`config.mk`:
```
export PLATFORM = sky130hd
export DESIGN_NAME = toplevel
export DESIGN_NICKNAME = d
export VERILOG_FILES = /design/src/rtl/toplevel.sv
export SDC_FILE = /design/constraint.sdc
export NUM_CORES = 1
export LEC_CHECK = 0
export ABC_AREA = 1
export CORE_MARGIN = 1
export CORE_UTILIZATION = 24
export DETAILED_ROUTE_END_ITERATION = 8
export HOLD_SLACK_MARGIN = 0.03
export PLACE_DENSITY_LB_ADDON = 0.12
export SETUP_SLACK_MARGIN = 0.02
export SYNTH_ARGS = -nofsm -noshare
export SYNTH_HDL_FRONTEND = slang
export SYNTH_SLANG_ARGS = --single-unit
```
`constraint.sdc`:
```
create_clock -name clk -period 3 [get_ports clk]
set_input_delay 0.6 -clock clk [delete_from_list [all_inputs] [get_ports clk]]
set_output_delay 0.6 -clock clk [all_outputs]
set_load 0.01 [all_outputs]
```
`src/rtl/toplevel.sv`:
```
// Small 16-bit multicycle RISC core with a fixed program ROM, an 8x16 register file,
// a 16x16 data RAM and a four-digit active-low anode scanner.
module toplevel #(
    parameter int IMEM_WORDS = 16,
    parameter int DMEM_WORDS = 16
) (
    input  logic       clk,
    input  logic       rst,
    input  logic       clk1,
    input  logic       sw,
    output logic [3:0] an
);
    localparam int PCW = $clog2(IMEM_WORDS);
    localparam int AW  = $clog2(DMEM_WORDS);

    typedef enum logic [2:0] {
        ST_FETCH  = 3'd0,
        ST_DECODE = 3'd1,
        ST_EXEC   = 3'd2,
        ST_MEM    = 3'd3,
        ST_WB     = 3'd4,
        ST_HALTED = 3'd5
    } state_t;

    localparam logic [3:0] OP_ADD  = 4'h0;
    localparam logic [3:0] OP_SUB  = 4'h1;
    localparam logic [3:0] OP_AND  = 4'h2;
    localparam logic [3:0] OP_OR   = 4'h3;
    localparam logic [3:0] OP_ADDI = 4'h4;
    localparam logic [3:0] OP_LW   = 4'h5;
    localparam logic [3:0] OP_SW   = 4'h6;
    localparam logic [3:0] OP_BEQ  = 4'h7;
    localparam logic [3:0] OP_HALT = 4'hF;

    state_t             state_r;
    state_t             state_next_s;
    logic [PCW-1:0]     pc_r;
    logic [15:0]        ir_r;
    logic [15:0]        a_r;
    logic [15:0]        b_r;
    logic [15:0]        imm_r;
    logic [15:0]        alu_r;
    logic [15:0]        alu_s;
    logic [15:0]        regs_r [8];
    logic [15:0]        dmem_r [DMEM_WORDS];
    logic [1:0]         idx_r;
    logic [3:0]         an_scan_r;
    logic [3:0]         op_s;

    function automatic logic [15:0] rom_word(input logic [7:0] addr);
        case (addr)
            8'd0:    rom_word = 16'h4205;
            8'd1:    rom_word = 16'h4403;
            8'd2:    rom_word = 16'h0650;
            8'd3:    rom_word = 16'h1850;
            8'd4:    rom_word = 16'h6600;
            8'd5:    rom_word = 16'h5A00;
            8'd6:    rom_word = 16'h7741;
            8'd7:    rom_word = 16'h4C01;
            default: rom_word = 16'hF000;
        endcase
    endfunction

    function automatic logic [15:0] sext6(input logic [5:0] v);
        sext6 = {{10{v[5]}}, v};
    endfunction

    function automatic logic [3:0] onehot_n(input logic [1:0] i);
        onehot_n = ~(4'b0001 << i);
    endfunction

    assign op_s = ir_r[15:12];

    // Control state register
    always_ff @(posedge clk) begin
        if (!rst) begin
            state_r <= ST_FETCH;
        end else begin
            state_r <= state_next_s;
        end
    end

    // Next-state sequencing; BEQ and NOP leave from EXEC, SW leaves from MEM
    always_comb begin
        state_next_s = ST_FETCH;
        case (state_r)
            ST_FETCH:  state_next_s = ST_DECODE;
            ST_DECODE: begin
                if (op_s == OP_HALT) begin
                    state_next_s = ST_HALTED;
                end else begin
                    state_next_s = ST_EXEC;
                end
            end
            ST_EXEC: begin
                case (op_s)
                    OP_ADD, OP_SUB, OP_AND, OP_OR, OP_ADDI: state_next_s = ST_WB;
                    OP_LW, OP_SW:                           state_next_s = ST_MEM;
                    default:                                state_next_s = ST_FETCH;
                endcase
            end
            ST_MEM: begin
                if (op_s == OP_LW) begin
                    state_next_s = ST_WB;
                end else begin
                    state_next_s = ST_FETCH;
                end
            end
            ST_WB:     state_next_s = ST_FETCH;
            ST_HALTED: state_next_s = ST_HALTED;
            default:   state_next_s = ST_FETCH;
        endcase
    end

    // ALU: loads and stores reuse the immediate adder for their address
    always_comb begin
        alu_s = 16'h0000;
        case (op_s)
            OP_ADD:               alu_s = a_r + b_r;
            OP_SUB:               alu_s = a_r - b_r;
            OP_AND:               alu_s = a_r & b_r;
            OP_OR:                alu_s = a_r | b_r;
            OP_ADDI, OP_LW, OP_SW: alu_s = a_r + imm_r;
            default:              alu_s = 16'h0000;
        endcase
    end

    // Datapath registers, register file and data RAM
    always_ff @(posedge clk) begin
        if (!rst) begin
            pc_r  <= '0;
            ir_r  <= 16'h0000;
            a_r   <= 16'h0000;
            b_r   <= 16'h0000;
            imm_r <= 16'h0000;
            alu_r <= 16'h0000;
            for (int i = 0; i < 8; i++) begin
                regs_r[i] <= 16'h0000;
            end
            for (int i = 0; i < DMEM_WORDS; i++) begin
                dmem_r[i] <= 16'h0000;
            end
        end else begin
            case (state_r)
                ST_FETCH: begin
                    ir_r <= rom_word(8'(pc_r));
                    pc_r <= pc_r + {{(PCW-1){1'b0}}, 1'b1};
                end
                ST_DECODE: begin
                    a_r   <= regs_r[ir_r[8:6]];
                    // SW stores rd and BEQ compares rd, so B comes from rd for those
                    if (op_s == OP_SW || op_s == OP_BEQ) begin
                        b_r <= regs_r[ir_r[11:9]];
                    end else begin
                        b_r <= regs_r[ir_r[5:3]];
                    end
                    imm_r <= sext6(ir_r[5:0]);
                end
                ST_EXEC: begin
                    alu_r <= alu_s;
                    if (op_s == OP_BEQ && a_r == b_r) begin
                        pc_r <= pc_r + imm_r[PCW-1:0];
                    end
                end
                ST_MEM: begin
                    if (op_s == OP_LW) begin
                        alu_r <= dmem_r[alu_r[AW-1:0]];
                    end
                    if (op_s == OP_SW) begin
                        dmem_r[alu_r[AW-1:0]] <= b_r;
                    end
                end
                ST_WB: begin
                    if (ir_r[11:9] != 3'd0) begin
                        regs_r[ir_r[11:9]] <= alu_r;
                    end
                end
                default: begin
                end
            endcase
        end
    end

    // Anode scanner, independent of the core
    always_ff @(posedge clk) begin
        if (!rst) begin
            idx_r     <= 2'd0;
            an_scan_r <= 4'b1110;
        end else if (clk1) begin
            idx_r     <= idx_r + 2'd1;
            an_scan_r <= onehot_n(idx_r + 2'd1);
        end
    end

    // Mode mux: r3 low nibble is shown directly when sw is high
    always_comb begin
        if (sw) begin
            an = ~regs_r[3][3:0];
        end else begin
            an = an_scan_r;
        end
    end

endmodule

```
==> metrics.md, run 1 <==
| Metric | Value |
|---|---|
| Leakage | 10.73 nW |
| Crit Path Max Fanout | 10 |
| Power, Total | 0.02039 W |
| Clk network pwr share | 36.0% |
| Status | finished clean |
| Combinational share of power | 24.8% |
| Setup Skew | 58.83 ps |
| Starting DRT DRC Count | 1752 |
| Sink Count | 482 |
| First-pass GRT wire length | 124500 µm |
| Vias | 18940 |
| Crit path launch type | register |
| I/O Buffers | 7 |
| HPWL Detailed | 56530 µm |
| Synth Area per Inst | 9.023 µm² |
| Share of post-route cells with drive strength above 1 | 9.617% |
| H-tree Lvls | 2 |
| Number of diodes | 0 |
| Cell internal pwr | 0.01347 W |
| Hold path endpoint | ir_r[2]$_SDFFE_PN0P_ |
| Max-slew violation count | 0 |
| Vias per cell | 4.674 |
| Initial Util | 24.33% |
| CTS Hold Buffers Added | 0 |
| Synth area leader | edfxtp_1 |
| Clk_lat worst skew | 650 ps |
| Area delta synth->final | 17.72% |
| Top cells by area, synth | edfxtp_1, nor2_1, dfxtp_1 |
| Crit Path Category | register to register |
| Post-layout net count | 2797 |
| Post-synth cell types | 36 |
| Largest net degree at the start of global routing | 65 |
| Die height | 318.5 µm |
| Drt drc | 0 |
| Seq cells post-synth | 482 |
| Clock Path Buffers | 3 |
| Sw power | 0.006929 W |
| Relative slew slack | 27.33% |
| Post-route ant nets | 0 |
| FF-to-FF Start | ir_r[13]$_SDFFE_PN0P_ |
| Tot GR Track Use | 16.32% |
| Hold depth | 2 |
| CP required | 3590 ps |
| WL final | 84180 µm |
| Core area | 98850 µm² |
| Post-Synthesis Cells | 2665 |
| Post-route setup TNS | 0 ps |
| CTS root buf | clkbuf_16 |
| Fmax | 367.1 MHz |
| Cell area after synthesis | 24050 µm² |
| Clock transition at path regs | 70 ps |
| Antenna violations before repair | 0 |
| Vias in the first global route | 18510 |
| Rows | 115 |
| Ports | 8 |
| Worst reg2reg setup slack | 280 ps |
| Seq/Total Area, Yosys | 56.11% |
| TritonRoute pass-1 iters | 7 |
| Seq pwr share | 39.2% |
| Worst Max-Slew Pin Slew | 1089 ps |
| Top cell type's share of synthesized area | 47.95% |
| RSZ-0062 raised after global routing | false |
| Synth warn | 0 |
| Final period util | 90.79% |
| Crit path time final | 2724 ps |
| Total global routing overflow | 0 |
| Maxcap violations | 0 |
| Final Hold Violating Endpoints | 0 |
| Worst r2r path cells | 18 |
| Utilization after layout | 28.64% |
| Pwr/cell area | 720.5 nW/µm² |
| DIE WIDTH | 318.5 µm |
| Sw Ratio | 33.97% |
| CTS tree | done |
| Crit end category | register |
| Worst vdd ir | 0.0004636 V |
| CP arrival | 3310 ps |
| WL/cell | 20.77 µm |
| Final setup fails | 0 |
| Reg-to-Reg End | alu_r[15]$_SDFFE_PN0P_ |
| Placer Congestion | 0.8748 |
| Filler Cells Inserted | 10430 |
| Full die area | 101500 µm² |
| Worst min-delay path category | register to register |
| Num CTS Buffers | 59 |
==> layout by cell type (no fill, tap or decap), types with 5 or more instances in the layout <==
master | netlist | routed
dfxtp_1 | 98 | 95
clkdlybuf4s50_1 | 0 | 6
nand3_1 | 94 | 93
inv_2 | 3 | 5
clkinv_1 | 20 | 26
a31oi_1 | 8 | 8
nor2_1 | 640 | 638
conb_1 | 1 | 16
bufinv_16 | 0 | 6
nand3b_1 | 8 | 8
mux2i_1 | 24 | 24
buf_12 | 0 | 15
o21ai_0 | 319 | 319
mux2_2 | 8 | 8
o211ai_1 | 87 | 87
clkinv_2 | 0 | 13
o221ai_1 | 18 | 18
nand2_2 | 15 | 17
ha_1 | 74 | 73
clkbuf_16 | 0 | 60
nor3_1 | 9 | 9
a211oi_1 | 5 | 5
edfxtp_1 | 384 | 384
clkbuf_1 | 128 | 13
inv_1 | 222 | 219
nor3_4 | 5 | 5
nand4_1 | 12 | 12
buf_4 | 0 | 108
nand2_1 | 267 | 265
a21oi_1 | 164 | 164
==> power groups by stage <==
stage | combinational (W) | sequential, W | clock, W
finish | 0.00505 | 0.00800 | 0.00734
global placement | 0.00499 | 0.00814 | 0
CTS | 0.00500 | 0.00800 | 0.00759
floorplan | 0.00308 | 0.00794 | 0
global route | 0.00556 | 0.00806 | 0.00780
detailed placement | 0.00497 | 0.00814 | 0
==> how the worst max path moves through the flow <==
stage | startpoint | to | slack (ps) | depth (start not counted)
floorplan | b_r[10]$_SDFFE_PN0P_ | register | 210 | 15
global placement | ir_r[13]$_SDFFE_PN0P_ | alu_r[12]$_SDFFE_PN0P_ | 200 | 19
detailed placement | ir_r[13]$_SDFFE_PN0P_ | alu_r[12]$_SDFFE_PN0P_ | 130 | 18
CTS | ir_r[13]$_SDFFE_PN0P_ | alu_r[12]$_SDFFE_PN0P_ | 100 | 18
global route | ir_r[13]$_SDFFE_PN0P_ | alu_r[10]$_SDFFE_PN0P_ | 30 | 17
finish | ir_r[13]$_SDFFE_PN0P_ | alu_r[15]$_SDFFE_PN0P_ | 280 | 18
==> worst max-delay path: stages, from the launching register on <==
cell	delay, ps
dfxtp_1	340
nand2_2	110
inv_1	90
nor2_4	170
buf_12	120
clkbuf_4	240
nor2_1	60
ha_1	390
nand2_1	180
inv_1	60
nand2_1	60
nand2_1	50
a21oi_1	230
nand2_1	80
nand2_1	60
nand3_1	110
nand3_1	110
nand2_1	50
a21oi_1	130
==> registers in the layout, indices dropped and copies added, names as in the netlist, named ones only <==
name and cells:
imm_r 4, regs_r 128, pc_r 4, ir_r 13
alu_r 16, an_scan_r 4, b_r 16, a_r 16
idx_r 2, state_r 3, dmem_r 256
==> stage by stage <==
stage	hold slack (ps)	setup slack (ps)	instance area, µm²	instances
final	451.4	276.3	28310	4053
after global placement	438.5	196.1	26260	3938
after global routing	480.4	28.33	28310	4053
after floorplan	423.0	206.9	24100	2680
after CTS	457.2	104.2	28240	4049
after detailed placement	446.1	133.9	26260	3938
==> cells in the mapped netlist (all sizes together) <==
library cell	count
o211ai	87
a211oi	5
fa	3
a21oi	164
nand3	94
or2	4
conb	1
mux2	8
and3	1
and2	2
nor4	1
dfxtp	98
inv	225
xnor2	2
clkbuf	128
o21ai	319
buf	29
o21bai	3
a21o	1
nand3b	8
a31oi	8
nand4	12
nand2	282
nor2	640
o221ai	18
mux2i	24
a22oi	2
o22ai	4
nor3	14
ha	74
edfxtp	384
clkinv	20
==> per-layer routing <==
metal | vias to the layer above | share of wire, % | wire length, µm | global-route usage, %
met1 | 9255 | 48 | 40140 | 23.07
met3 | 101 | 4.4 | 3703 | 2.131
met4 | 0 | 2.1 | 1778 | 4.004
li1 | 9143 | - | - | -
met2 | 444 | 46 | 38550 | 26.21
met5 | - | 0 | 0 | 0
==> cells by family after synthesis <==
logic type	Yosys count	share of synthesized area [%]
simple gates	1058	17.86
compound gates	611	14.08
flops	482	56.11
buf+inv	402	6.384
fa+ha+maj	77	4.100
mux	32	1.374
xor+xnor	2	0.07286
other cells	1	0.01559
==> area by class of cell <==
type                            instances  area, µm²  area share (%)
Sequential cell                       482      13500           47.70
Multi-Input combinational cell       1796       9097           32.14
Tap cell                             1287       1610           5.689
Inverter                              245      922.1           3.258
Clock inverter                         34      371.6           1.313
Clock buffer                           77       1605           5.671
Timing Repair Buffer                  132       1199           4.234
==> what timing repair did <==
action / 4_1_cts / 5_1_grt
setup endpoints to repair: 0 / 7
setup buffers: 0 / 3
gates resized for setup: 0 / 10
(Power assumes the default switching activity.)
==> inputs of run 2 (changes only) <==
--- a/config.mk
+++ b/config.mk
@@ -6,7 +6,6 @@
 export NUM_CORES = 1
 export LEC_CHECK = 0
 export ABC_AREA = 1
-export CORE_MARGIN = 1
 export CORE_UTILIZATION = 24
 export DETAILED_ROUTE_END_ITERATION = 8
 export HOLD_SLACK_MARGIN = 0.03
==> results of run 2 <==
Same layout as run 1: the final DEF is identical, and so are final timing and power.
